$ cat src/rtl/hash_drbg_stream_ctrl.sv
// Hash-DRBG control core: sequences an external hash core, keeps V, slices digests into a stream.
// Optional continuous digest health test is enabled by defining DRBG_HEALTH_TEST_EN.
module hash_drbg_stream_ctrl #(
    parameter int DIGEST_WIDTH  = 256,
    parameter int OUT_WIDTH     = 32,
    parameter int BITS_PER_SEED = 3,
    parameter int SEED_MAX      = 3,
    parameter int CNT_WIDTH     = 64
) (
    input  logic                    clk,
    input  logic                    reset_n,
    input  logic                    is_master_mode,
    input  logic                    init,
    input  logic [DIGEST_WIDTH-1:0] entropy,
    input  logic                    next_seed,
    output logic                    hash_start,
    output logic [DIGEST_WIDTH-1:0] hash_msg,
    input  logic                    hash_done,
    input  logic [DIGEST_WIDTH-1:0] hash_digest,
    output logic                    out_valid,
    input  logic                    out_ready,
    output logic [OUT_WIDTH-1:0]    out_data,
    output logic                    init_ready,
    output logic [CNT_WIDTH-1:0]    reseed_counter,
    output logic                    seed_overrun,
    output logic                    fault
);
    // state       | meaning
    // IDLE        | unseeded, waiting for init
    // INIT_HASH   | hashing entropy into the first V
    // GEN_HASH    | hashing V+gen_index into D
    // EMIT        | streaming D out one slice per handshake
    // RESEED_CHK  | decide between exhaustion, reseed, or waiting
    // RESEED_WAIT | slave mode, waiting for next_seed
    // RESEED_HASH | hashing V^D into the next V
    // EXHAUSTED   | seed budget used (or health fault), waiting for init

    localparam int NW = DIGEST_WIDTH / OUT_WIDTH;
    localparam int WW = (NW > 1) ? $clog2(NW) : 1;
    localparam int GW = $clog2(BITS_PER_SEED + 1);

    if (DIGEST_WIDTH % OUT_WIDTH != 0) begin : g_bad_width
        $error("DIGEST_WIDTH must be a multiple of OUT_WIDTH");
    end
    if (BITS_PER_SEED < 1 || SEED_MAX < 1) begin : g_bad_counts
        $error("BITS_PER_SEED and SEED_MAX must be at least 1");
    end

    typedef enum logic [2:0] {
        IDLE, INIT_HASH, GEN_HASH, EMIT, RESEED_CHK, RESEED_WAIT, RESEED_HASH, EXHAUSTED
    } state_t;

    state_t                  state, state_next;
    logic [DIGEST_WIDTH-1:0] v, d, msg_next;
    logic [GW-1:0]           gen_index, gen_inc;
    logic [WW-1:0]           word_idx;
    logic                    pending;
    logic                    hashing, digest_in, digest_fail, last_word, accept, launch;
    logic [OUT_WIDTH-1:0]    slices [NW];

    for (genvar i = 0; i < NW; i++) begin : g_slice
        assign slices[i] = d[i*OUT_WIDTH +: OUT_WIDTH];
    end

    assign hashing   = (state == INIT_HASH) || (state == GEN_HASH) || (state == RESEED_HASH);
    assign digest_in = hashing && hash_done;
    assign gen_inc   = gen_index + 1'b1;
    assign last_word = (word_idx == WW'(NW - 1));
    assign accept    = (state == EMIT) && out_ready;

`ifdef DRBG_HEALTH_TEST_EN
    logic [DIGEST_WIDTH-1:0] prev_digest;
    logic                    prev_valid;
    logic                    fault_q;

    assign digest_fail = prev_valid && (hash_digest == prev_digest);
    assign fault       = fault_q;

    always_ff @(posedge clk or negedge reset_n) begin
        if (!reset_n) begin
            prev_digest <= '0;
            prev_valid  <= 1'b0;
            fault_q     <= 1'b0;
        end else if ((state == IDLE || state == EXHAUSTED) && init) begin
            prev_valid <= 1'b0;
            fault_q    <= 1'b0;
        end else if (digest_in) begin
            prev_digest <= hash_digest;
            prev_valid  <= 1'b1;
            if (digest_fail) fault_q <= 1'b1;
        end
    end
`else
    assign digest_fail = 1'b0;
    assign fault       = 1'b0;
`endif

    always_ff @(posedge clk or negedge reset_n) begin
        if (!reset_n) state <= IDLE;
        else          state <= state_next;
    end

    always_comb begin
        state_next = state;
        case (state)
            IDLE, EXHAUSTED: if (init) state_next = INIT_HASH;
            INIT_HASH, RESEED_HASH:
                if (hash_done) state_next = digest_fail ? EXHAUSTED : GEN_HASH;
            GEN_HASH:
                if (hash_done) state_next = digest_fail ? EXHAUSTED : EMIT;
            EMIT:
                if (out_ready && last_word)
                    state_next = (gen_inc < GW'(BITS_PER_SEED)) ? GEN_HASH : RESEED_CHK;
            RESEED_CHK: begin
                if (reseed_counter == CNT_WIDTH'(SEED_MAX)) state_next = EXHAUSTED;
                else if (is_master_mode || pending)         state_next = RESEED_HASH;
                else                                        state_next = RESEED_WAIT;
            end
            RESEED_WAIT: if (next_seed) state_next = RESEED_HASH;
            default:     state_next = IDLE;
        endcase
    end

    // Any move into a hashing state launches the hash core with the message for that state.
    always_comb begin
        launch = (state_next != state) &&
                 (state_next == INIT_HASH || state_next == GEN_HASH || state_next == RESEED_HASH);
        case (state_next)
            INIT_HASH:   msg_next = entropy;
            GEN_HASH:    msg_next = (state == EMIT) ? v + DIGEST_WIDTH'(gen_inc) : hash_digest;
            RESEED_HASH: msg_next = v ^ d;
            default:     msg_next = hash_msg;
        endcase
    end

    always_ff @(posedge clk or negedge reset_n) begin
        if (!reset_n) begin
            v              <= '0;
            d              <= '0;
            gen_index      <= '0;
            word_idx       <= '0;
            pending        <= 1'b0;
            seed_overrun   <= 1'b0;
            reseed_counter <= '0;
            hash_msg       <= '0;
            hash_start     <= 1'b0;
        end else begin
            hash_start <= launch;
            if (launch) hash_msg <= msg_next;

            if (next_seed && !is_master_mode && state != IDLE && state != EXHAUSTED &&
                state != RESEED_WAIT && state != RESEED_CHK) begin
                if (pending) seed_overrun <= 1'b1;
                pending <= 1'b1;
            end

            case (state)
                INIT_HASH: if (hash_done) begin
                    v              <= hash_digest;
                    reseed_counter <= CNT_WIDTH'(1);
                    gen_index      <= '0;
                    pending        <= 1'b0;
                    seed_overrun   <= 1'b0;
                end
                GEN_HASH: if (hash_done) begin
                    d        <= hash_digest;
                    word_idx <= '0;
                end
                EMIT: if (accept) begin
                    if (last_word) begin
                        word_idx  <= '0;
                        gen_index <= gen_inc;
                    end else begin
                        word_idx <= word_idx + 1'b1;
                    end
                end
                RESEED_CHK:
                    if (state_next == RESEED_HASH && !is_master_mode) pending <= 1'b0;
                RESEED_HASH: if (hash_done) begin
                    v         <= hash_digest;
                    gen_index <= '0;
                    if (reseed_counter != '1) reseed_counter <= reseed_counter + 1'b1;
                end
                default: ;
            endcase
        end
    end

    always_comb begin
        out_valid  = (state == EMIT);
        init_ready = (state == GEN_HASH) || (state == EMIT) || (state == RESEED_CHK) ||
                     (state == RESEED_WAIT) || (state == RESEED_HASH);
        out_data   = slices[word_idx];
    end

endmodule

$ cat config.mk
export PLATFORM = sky130hd
export DESIGN_NAME = hash_drbg_stream_ctrl
export DESIGN_NICKNAME = d
export VERILOG_FILES = /design/src/rtl/hash_drbg_stream_ctrl.sv
export SDC_FILE = /design/constraint.sdc
export NUM_CORES = 2
export LEC_CHECK = 0
export ABC_CLOCK_PERIOD_IN_PS = 4000
export BUFFER_PORTS_ARGS = -buffer_cell sky130_fd_sc_hd__buf_2
export CAP_MARGIN = 40
export CELL_PAD_IN_SITES_DETAIL_PLACEMENT = 1
export CELL_PAD_IN_SITES_GLOBAL_PLACEMENT = 2
export CORE_MARGIN = 1
export CORE_UTILIZATION = 34
export CTS_CLUSTER_SIZE = 16
export DETAILED_ROUTE_END_ITERATION = 7
export HOLD_SLACK_MARGIN = 0.15
export PLACE_DENSITY = 0.8
export SYNTH_ARGS = -nofsm -noshare
export SYNTH_HDL_FRONTEND = slang
export SYNTH_SLANG_ARGS = --single-unit
$ cat constraint.sdc
create_clock -name clk -period 4 [get_ports clk]
set_clock_uncertainty 0.1 [all_clocks]
set_input_delay 0.6 -clock clk [delete_from_list [all_inputs] [get_ports clk]]
set_output_delay 0.6 -clock clk [all_outputs]
set_load 0.005 [all_outputs]
Yosys cells after proc, flatten, opt, wreduce, memory -nomap -nowiden
Cells that the tools add are included.

cells by class
  $add $sub $neg = 4
  order comparisons = 2
  equality and inequality tests = 24
  multiplexer cells = 34
  bitwise logic cells = 2
  reduce and logical (&&, ||, !) cells = 31

operator list
  kind                                                                      number
  256-bit case mux with 3 select lines                                      1
  256-bit by 2-bit adder with 256-bit output                                1
  256-bit 2-to-1 mux                                                        1
  256-bit XOR                                                               1
  64-bit 2-to-1 mux                                                         3
  64-bit case mux with 2 select lines                                       1
  32-bit binary-select mux with 3-bit select                                1
  64-bit by 1-bit adder with 64-bit output (second input constant)          1
  64-bit by 2-bit == test with 1-bit output (second input constant)         1
  32-bit 2-to-1 mux                                                         2
  64-bit inequality test (second input constant)                            1
  3-bit 2-to-1 mux                                                          9
  3-bit == test (second input constant)                                     6
  3-bit case mux with 6 select lines                                        1
  2-bit 2-to-1 mux                                                          5
  3-bit by 2-bit == test with 1-bit output (second input constant)          3
  1-bit logical AND                                                         9
  3-bit inequality test (second input constant)                             3
  2-bit by 1-bit inequality test with 1-bit output (second input constant)  4
  4-bit AND reduction                                                       2
  1-bit logical OR                                                          7
  1-bit 2-to-1 mux                                                          7
  3-bit by 1-bit == test with 1-bit output (second input constant)          2
  2-bit inequality test (second input constant)                             3
  other kinds (16)                                                          22

word-level totals
  bits in registers = 843
  output and inout bits = 357
  logic and storage cells = 107

Logic depth before layout (Yosys ltp)
  depth in word-level cells = 10
  depth in mapped cells = 15
  mapped depth without buffers = 12

Least setup slack after synthesis
OpenSTA, ideal clock, no wires.

  kind = register to register
  from = register gen_index[0]
  to = register hash_msg[145]
  library setup time = 0.129 ns
  arrival time = 3.263 ns
  required time = 3.771 ns
  path slack = 0.508 ns
  stages on the path, launching flop included = 14
  buffers on the path = 1
  clock period less this slack = 3.492 ns
  path through = dfrtp_1 inv_1 ha_1 inv_1 ha_1 a21oi_1 nor4_1 nand4_1 buf_2 or3_1 or4_1 xnor2_1 a221oi_1 o21ai_1

on the way
  cells in the longest elaborated chain, start to end = 10
  elaborated cells between the ends (all ways) = 17
  those cells by class = 2 x add/sub; 1 x order compare; 4 x eq/ne; 5 x mux; 5 x reduce/logical

RTL lines
  item                                                                                                line  text
  start: declaration                                                                                  55    logic [GW-1:0] gen_index, gen_inc;
  start signal: assignment                                                                            172   gen_index <= gen_inc;
  2-bit by 1-bit adder with 2-bit output *                                                            67    assign gen_inc = gen_index + 1'b1;
  parallel branches: the longest is 9 deep, another holds 256-bit by 2-bit adder with 256-bit output  --
  end signal: assignment                                                                              149   if (launch) hash_msg <= msg_next;
  end: declaration                                                                                    17    output logic [DIGEST_WIDTH-1:0] hash_msg,

Mark *: on every way between the ends.
A chain may end at the register's enable or synchronous reset.

Worst setup path after layout
  from = register v[177]
  to = register hash_msg[220]

on the way
  cells in the longest elaborated chain, start to end = 3

RTL lines
  item                                        line  text
  start: declaration                          54    logic [DIGEST_WIDTH-1:0] v, d, msg_next;
  start signal: assignment                    159   v <= hash_digest;
  start signal: assignment                    180   v <= hash_digest;
  256-bit by 2-bit adder with 256-bit output  130   GEN_HASH: msg_next = (state == EMIT) ? v + DIGEST_WIDTH'(gen_inc) : hash_digest;
  256-bit 2-to-1 mux                          130
  256-bit case mux with 3 select lines        128   case (state_next)

Every way passes these cells.

==> results.py <==
metrics = {
    "run_status": {
        "outcome": "complete, but fails checks",
        "violations": "setup timing",
    },
    "drt": {
        "wirelength_um": 331000,
        "wl_per_cell_um": 35.0,
        "postRouteAntennaNets": 0,
        "via_per_inst": 6.20,
        "dr.pass1.iters": 6,
        "drt_iter0_drc": 6375,
        "drc": 0,
        "num_vias": 58600,
    },
    "synthesis": {
        "yosysUniqueCellTypes": 82,
        "ys_seq_area_frac": 0.415,
        "synth_seq_cells": 843,
        "syn-mean-instance-area_sq_um": 8.52,
        "synth_flop_cell": "dfrtp_1",
        "synth_top_area_cell": "dfrtp_1",
        "yosysTopAreaCellShare": 0.415,
        "syn_nets": 6493,
        "synthesis.area_sq_um": 50900,
        "synth_warnings": 0,
        "synth_area_leaders": "dfrtp_1, nand2_1, mux2_2",
        "synthCells": 5967,
        "synth-async-reset-ratio": 1.00,
        "synth-edff-count": 0,
    },
    "clocking": {
        "htree_levels": 3,
        "numCtsBuffers": 107,
        "cts_tree": "done",
        "cts_root_buf": "clkbuf_16",
        "clock_latency_ns": 0.77,
        "cts_buffer_depth": 3,
        "cts_sinks": 843,
        "cts.clk_slew.worst_paths_ns": 0.06,
    },
    "timing": {
        "finalSetupViolCount": 1,
        "rsz0062_at_grt": "yes",
        "post-route-period-util": 1.01,
        "tightest_slew_ns": 1.22,
        "finalCriticalPeriod_ns": 4.03,
        "slew_headroom": 0.185,
        "slew_violations": 0,
        "fmax_mhz": 248,
        "timing.final.ws_setup_ns": -0.0331,
        "timing.final.hold_violations": 0,
    },
    "final_layout": {
        "multiInputGateArea_sq_um": 27800,
        "utilization": 0.464,
        "finalInstanceArea_sq_um": 68700,
        "layout_common_cells": "nand2_1, buf_2, dfrtp_1",
        "n_fill_cell": 17300,
        "register_area_sq_um": 21100,
        "finalNetCount": 7950,
        "area.growth.synth_to_final_pct": 35.1,
        "final_common_cell": "nand2_1",
        "final_layout_size_suffix_gt1_frac": 0.258,
    },
    "pwr": {
        "pwr_density_cell_nw_per_um2": 877,
        "leakage_nw": 29.9,
        "ir_drop_mv": 1.11,
    },
    "setup_path": {
        "startpoint": "v[177]",
        "worstPathRequired_ns": 4.53,
        "regToRegStartpoint": "v[177]",
        "worst-path-max-fanout": 7,
        "crit_type": "register to register",
        "cp-end-kind": "register",
        "critPathArrivalTime_ns": 4.56,
        "critPathLaunchType": "register",
    },
    "die": {
        "fp.dieW_um": 389,
        "die_h_um": 389,
        "num_io_pins": 876,
        "initial_core_util": 0.344,
        "rows": 141,
        "die_area_sq_um": 151000,
        "core_area_sq_um": 148000,
    },
    "run": {
        "drv_cap": 0,
    },
    "hold_path": {
        "hp-start": "entropy[187]",
        "hp-class": "primary input to register",
    },
    "global_routing": {
        "track_usage": 0.427,
        "antenna_found_initial": 39,
        "grt_max_degree": 147,
        "grt_overflow": 0,
        "grt_pass1_wl_um": 461000,
        "grt_pass1_vias": 58600,
    },
    "place": {
        "place_congestion": 1.06,
        "dpl.hpwl_um": 247000,
        "dp_slack_ns": 0.0351,
        "numPortBuffers": 874,
        "dpl_cell_area_sq_um": 60000,
    },
}
==> layer usage <==
layer  share of wire  wire, um  global-route usage  up-vias
met5         0.00058       193                   0        -
met4           0.075     24700               0.267       32
met3           0.092     30400              0.0911      843
met2            0.44    146000               0.657     3437
met1            0.39    130000               0.545    30100
li1                -         -                   -    24200
==> flip-flops by register name, indices dropped and copies added, names as in the netlist <==
name	count
d	256
hash_msg	256
v	256
reseed_counter	64
state	3
word_idx	3
gen_index	2
hash_start	1
pending	1
seed_overrun	1
==> worst max-delay path, stage by stage, from the launching register on <==
cell and delay [ns]:
dfrtp_1 0.51, nand4_1 0.28, buf_4 0.25, nor4_1 0.79
nand2_1 0.33, nor3_1 0.73, nand4_1 0.31, xnor2_1 0.20
a221oi_1 0.29, o21ai_0 0.11
==> cell usage after synthesis, drive strengths merged (23+ instances only) <==
library cell / count
and3: 60
nand3: 284
mux2: 259
or4: 23
nand4: 216
xor2: 226
nand2: 1339
o211ai: 68
buf: 99
nor3: 183
and2: 25
nor4: 153
a221oi: 121
nor2: 417
a31oi: 94
o21ai: 313
dfrtp: 843
and4: 28
xnor2: 176
o22ai: 48
clkbuf: 395
a22oi: 24
mux4: 64
o221ai: 39
a21oi: 206
inv: 60
==> where the power goes <==
part           total [mW]  switching (mW)  leakage, nW  internal (mW)
clock                10.4            4.45         1.79           5.98
combinational        30.5            19.1         17.8           11.4
sequential           19.3            6.76         10.3           12.6
==> logic make-up after synthesis <==
logic type	Yosys count	synth area share
multiplexers	333	0.0877
flip-flops	843	0.415
AO/OA/AOI/OAI	1028	0.129
buffers and inverters	554	0.0429
AND/OR/NAND/NOR	2799	0.254
adder cells (fa/ha/maj)	7	0.00187
XOR/XNOR	402	0.0692
other	1	0.0000737
==> final timing paths <==
kind / endpoint / slack [ns] / cells past startpoint
worst min-delay path: hash_msg[187] / 0.14 / 3
worst min register to register: hash_msg[18] / 0.38 / 2
worst max register to register: hash_msg[220] / -0.03 / 9
max in group asynchronous: hash_msg[4] / 2.20 / 4
min in group asynchronous: hash_msg[22] / 0.39 / 2
worst max-delay path: hash_msg[220] / -0.03 / 9
==> repair_timing <==
item	4_1_cts	5_1_grt
gates resized for setup	0	16
setup buffers	0	2
hold buffers	485	0
endpoints found under the hold margin	789	0
endpoints found under the setup margin	0	23
==> per-stage QoR <==
step / hold slack [ns] / total power [mW] / TNS [ns] / cells
finish: 0.138 / 60.2 / -0.0331 / 9459
global route: 0.185 / 62.2 / -0.0428 / 9446
CTS: 0.155 / 59.0 / 0 / 9438
detailed placement: 0.367 / 48.1 / 0 / 8758
global placement: 0.359 / 47.3 / -0.0319 / 8751
floorplan: 0.204 / 32.1 / 0 / 5967
==> cell type report <==
type,instances,area share
diodes,19,0.000692
clock buffers,149,0.0443
clock inverters,46,0.00914
inverters,60,0.00346
multi-input cells,4570,0.404
flip-flops and latches,843,0.307
well taps,1930,0.0351
repair buffers,1842,0.196
(Power assumes the default switching activity.)
